File: src/rtl/store_arb_pkg.sv
// Shared definitions for the two-requester store arbiter.
// The state encoding lives here so that other blocks can decode
// the arbiter state without duplicating the constants.
package store_arb_pkg;

    // Number of requesters the arbiter serves
    localparam int NUM_REQ = 2;

    // Arbiter FSM states
    typedef enum logic [1:0] {
        IDLE  = 2'd0,
        GRANT = 2'd1,
        GAP   = 2'd2
    } arb_state_t;

endpackage

File: src/rtl/store_reg.sv
// Shared storage register with load enable and synchronous clear.
module store_reg #(
    parameter int WIDTH = 8
) (
    input  logic             clk,
    input  logic             reset,
    input  logic             ld,
    input  logic [WIDTH-1:0] d,
    output logic [WIDTH-1:0] q
);

    // Reset wins over a coinciding load so a write never survives reset
    always_ff @(posedge clk) begin
        if (reset) begin
            q <= '0;
        end else if (ld) begin
            q <= d;
        end
    end

endmodule

File: src/rtl/store_arbiter.sv
// Two-requester round-robin arbiter guarding a shared storage register.
// A granted requester may write the register while it keeps req high.
// A grant is forcibly released after HOLD_MAX cycles only if the other
// requester is waiting. Every release passes through a one-cycle GAP,
// and the round-robin pointer then favours the other requester.
module store_arbiter
    import store_arb_pkg::*;
#(
    parameter int WIDTH    = 8,
    parameter int HOLD_MAX = 4
) (
    input  logic             clk,
    input  logic             reset,
    input  logic [1:0]       req,
    input  logic [1:0]       we,
    input  logic [WIDTH-1:0] wdata0,
    input  logic [WIDTH-1:0] wdata1,
    output logic [1:0]       gnt,
    output logic [WIDTH-1:0] q,
    output logic             owner,
    output logic             valid,
    output logic             busy
);

    // Counter must be able to hold HOLD_MAX itself
    localparam int CW = $clog2(HOLD_MAX + 1);
    localparam logic [CW-1:0] HOLD_LIMIT = CW'(HOLD_MAX);
    localparam logic [CW-1:0] CNT_ONE    = CW'(1);

    arb_state_t      state;
    logic            ptr;
    logic [CW-1:0]   hold_cnt;

    logic            cur;
    logic            own_req;
    logic            oth_req;
    logic            wr_en;
    logic            wr_sel;
    logic [WIDTH-1:0] wr_data;

    // Decode the current grant holder and the write request it carries
    always_comb begin
        cur     = gnt[1];
        own_req = cur ? req[1] : req[0];
        oth_req = cur ? req[0] : req[1];
        wr_sel  = cur;
        wr_en   = (state == GRANT) && ((gnt & req & we) != 2'b00);
        wr_data = cur ? wdata1 : wdata0;
    end

    // Arbiter FSM with registered grant, busy, pointer and hold counter
    always_ff @(posedge clk) begin
        if (reset) begin
            state    <= IDLE;
            gnt      <= 2'b00;
            busy     <= 1'b0;
            ptr      <= 1'b0;
            hold_cnt <= '0;
        end else begin
            case (state)
                IDLE: begin
                    if (req != 2'b00) begin
                        state    <= GRANT;
                        busy     <= 1'b1;
                        hold_cnt <= CNT_ONE;
                        if (req == 2'b11) begin
                            gnt <= ptr ? 2'b10 : 2'b01;
                        end else begin
                            gnt <= req;
                        end
                    end
                end
                GRANT: begin
                    if (!own_req || (hold_cnt == HOLD_LIMIT && oth_req)) begin
                        state    <= GAP;
                        gnt      <= 2'b00;
                        ptr      <= ~cur;
                        hold_cnt <= '0;
                    end else if (hold_cnt < HOLD_LIMIT) begin
                        hold_cnt <= hold_cnt + CNT_ONE;
                    end
                end
                GAP: begin
                    state <= IDLE;
                    busy  <= 1'b0;
                end
                default: begin
                    state    <= IDLE;
                    gnt      <= 2'b00;
                    busy     <= 1'b0;
                    hold_cnt <= '0;
                end
            endcase
        end
    end

    // Track which requester last wrote q and whether q has ever been written
    always_ff @(posedge clk) begin
        if (reset) begin
            owner <= 1'b0;
            valid <= 1'b0;
        end else if (wr_en) begin
            owner <= wr_sel;
            valid <= 1'b1;
        end
    end

    store_reg #(
        .WIDTH(WIDTH)
    ) u_store_reg (
        .clk   (clk),
        .reset (reset),
        .ld    (wr_en),
        .d     (wr_data),
        .q     (q)
    );

endmodule

File: config.mk
export PLATFORM = sky130hd
export DESIGN_NAME = store_arbiter
export DESIGN_NICKNAME = d
export VERILOG_FILES = /design/src/rtl/store_arb_pkg.sv /design/src/rtl/store_reg.sv /design/src/rtl/store_arbiter.sv
export SDC_FILE = /design/constraint.sdc
export NUM_CORES = 1
export LEC_CHECK = 0
export CAP_MARGIN = 0
export CORE_MARGIN = 8
export CORE_UTILIZATION = 43
export DETAILED_ROUTE_END_ITERATION = 8
export PLACE_DENSITY = 0.77
export SLEW_MARGIN = 40
export SYNTH_ARGS = -nofsm -noshare
export SYNTH_HDL_FRONTEND = slang
export SYNTH_SLANG_ARGS = --single-unit
File: constraint.sdc
create_clock -name clk -period 2.2 [get_ports clk]
set_input_delay 0.66 -clock clk [delete_from_list [all_inputs] [get_ports clk]]
set_output_delay 0.66 -clock clk [all_outputs]
set_load 0.01 [all_outputs]
==> impl_metrics.env <==
export IMPL_synthCells=104
export IMPL_cts_sinks=19
export IMPL_vdd_drop_max_mv=0.378
export IMPL_first_global_vias=891
export IMPL_syn_nets=128
export IMPL_area_delta_synth_final_pct=42.1
export IMPL_worst_setup_path_end_kind="output port"
export IMPL_fin_skew_ns=0.00164
export IMPL_io_pins=35
export IMPL_vias_per_cell=5.17
export IMPL_power_per_cell_area_mw_per_mm2=554
export IMPL_finalCritPeriodShare=0.922
export IMPL_r2r_slack_ns=0.55
export IMPL_path_cells="clkdlybuf4s50_1"
export IMPL_ant_nets=0
export IMPL_hpwlAfterDp_um=1810
export IMPL_worstSkewPairLatency_ns=0.30
export IMPL_p_sw_frac=0.285
export IMPL_cts_resized_gates=0
export IMPL_fill_cells=188
export IMPL_wire_per_inst_um=13.7
export IMPL_leakage_nw=0.478
export IMPL_final_common_cell="clkdlybuf4s50_1"
export IMPL_required_ns=1.54
export IMPL_die_y_um=63.5
export IMPL_place_congestion=0.894
export IMPL_antennaDiodeCount=0
export IMPL_drt_wl_total_um=2300
export IMPL_wl_met1_um=980
export IMPL_wl_met3_um=106
export IMPL_tightestPinTransition_ns=0.305
export IMPL_slowest_stage="clkdlybuf4s50_1"
export IMPL_holdWs_ns=0.494
export IMPL_gr_total_overflow=0
export IMPL_crit_type="register to output port"
export IMPL_cp_top_family="buffers and inverters"
export IMPL_fmax_ghz=0.493
export IMPL_drv_slew=0
export IMPL_post_synth_num_cell_types=34
export IMPL_start_kind="register"
export IMPL_relSlewSlack=0.791
export IMPL_synth_seq_cells=19
export IMPL_rsz0062_at_grt="false"
export IMPL_synth_seq_area_share=0.392
export IMPL_synth_avg_cell_area_sq_um=9.32
export IMPL_cts_root_buffer="clkbuf_4"
export IMPL_portBuffers=34
export IMPL_die_w_um=63.5
export IMPL_routed_wl_met2_um=1170
export IMPL_row_count=17
export IMPL_p_switching_w=0.000217
export IMPL_cts_tree="built"
export IMPL_power_internal_w=0.000545
export IMPL_htree_levels=1
export IMPL_hold_path_class="register to register"
export IMPL_seq_power_share=0.505
export IMPL_yosysWarnings=0
export IMPL_clkTransAtPathRegs_ns=0.11
export IMPL_antenna_found_initial=0
export IMPL_grt_start_max_net_pins=19
export IMPL_max_cap_violations=0
export IMPL_finalNetCount=165
export IMPL_cpPeakStageDelay_ns=0.59
export IMPL_final_cell_mix="clkdlybuf4s50_1 (34), dfxtp_1 (19), nor2_1 (14)"
export IMPL_hold_buffers=0
export IMPL_clock_path_buffers=2
export IMPL_final_hold_violation_count=0
export IMPL_coreArea_sq_mm=0.00217
export IMPL_dieArea_sq_mm=0.00403
export IMPL_status="completed"
export IMPL_cts_made_buffers=3
export IMPL_cp_data_arrival_time_ns=1.37
export IMPL_initial_core_util=0.447
export IMPL_post_cts_buffers=0
export IMPL_grt_total_usage=0.118
export IMPL_pwr_share_comb=0.259
export IMPL_fin_crit_ns=2.03
export IMPL_syn_area_sq_um=970
export IMPL_top_layer="met4"
export IMPL_drive_gt1_frac=0.114
export IMPL_fin_setup_tns_ns=0
export IMPL_cp_buffers_inverters=1
export IMPL_setup_viol=0
export IMPL_first_pass_iters=4
export IMPL_drc=0
export IMPL_grt_pass1_wl_um=3970
export IMPL_worst_path_max_fanout=8
export IMPL_vias=868
export IMPL_drtIter0Drc=31
export IMPL_p_clk_frac=0.236
==> cell usage after synthesis (all sizes together) <==
master,instances,share of area
dfxtp,19,0.39
nor2,14,0.054
mux2i,10,0.10
a211oi,9,0.075
buf,6,0.045
nor3,6,0.043
a21oi,5,0.037
inv,4,0.015
nand2,4,0.015
a31oi,3,0.019
nand3,3,0.015
nor2b,3,0.019
clkbuf,2,0.0090
ha,2,0.026
nand2b,2,0.015
o221a,2,0.023
a211o,1,0.0090
a22oi,1,0.0077
a311oi,1,0.0090
a32o,1,0.010
and4,1,0.0090
and4b,1,0.014
nand4b,1,0.0090
o21ai,1,0.0052
o21ba,1,0.010
o21bai,1,0.0077
==> sequential cells by signal, indices dropped and copies added (netlist names) <==
register and flops:
u_store_reg.q 8, hold_cnt 3, gnt 2, state 2
busy 1, owner 1, ptr 1, valid 1
==> power groups by stage <==
stage / combinational (W) / clock, W / sequential [W]
finish: 0.000197 / 0.000180 / 0.000385
global route: 0.000219 / 0.000203 / 0.000390
CTS: 0.000199 / 0.000185 / 0.000386
detailed placement: 0.000198 / 0 / 0.000394
global placement: 0.000195 / 0 / 0.000392
floorplan: 0.000116 / 0 / 0.000390
==> layout make-up <==
cell class / count / area, sq um / area share
multi-input cells: 73 / 522 / 0.379
repair buffers: 40 / 398 / 0.289
flip-flops and latches: 19 / 380 / 0.276
well taps: 28 / 35.0 / 0.0254
clock buffers: 3 / 22.5 / 0.0163
inverters: 4 / 15.0 / 0.0109
clock inverters: 1 / 5.00 / 0.00363
==> per-layer routing <==
layer	vias up	GRT usage
met5	-	0
met4	0	0.0724
met3	4	0.0336
met2	17	0.198
met1	400	0.129
li1	447	-
==> metrics by stage <==
step | std cells | setup slack, ns | total power [W] | util | area [sq um]
after floorplan | 104 | 0.489 | 0.000506 | - | 970
after global placement | 164 | 0.0846 | 0.000587 | 0.622 | 1350
after detailed placement | 164 | 0.0345 | 0.000591 | 0.622 | 1350
after CTS | 168 | 0.158 | 0.000770 | 0.635 | 1380
after global routing | 168 | 0.0781 | 0.000812 | 0.635 | 1380
final | 168 | 0.172 | 0.000763 | 0.635 | 1380
==> path summary, 6_finish.rpt <==
path	startpoint	to	depth (start not counted)
setup / recovery	gnt[1]	gnt[1]	1
hold / removal	valid	valid	2
setup reg to reg	hold_cnt[0]	gnt[1]	6
hold reg to reg	valid	valid	2
==> cells by family (layout without fill, tap and decap cells) <==
kind of cell | Yosys count | count (layout) | synth area share
simple gates | 35 | 35 | 0.195
fa+ha+maj | 2 | 2 | 0.0258
compound gates | 26 | 26 | 0.214
buf+inv | 12 | 48 | 0.0697
mux | 10 | 10 | 0.103
flops | 19 | 19 | 0.392
(Power assumes the default switching activity.)
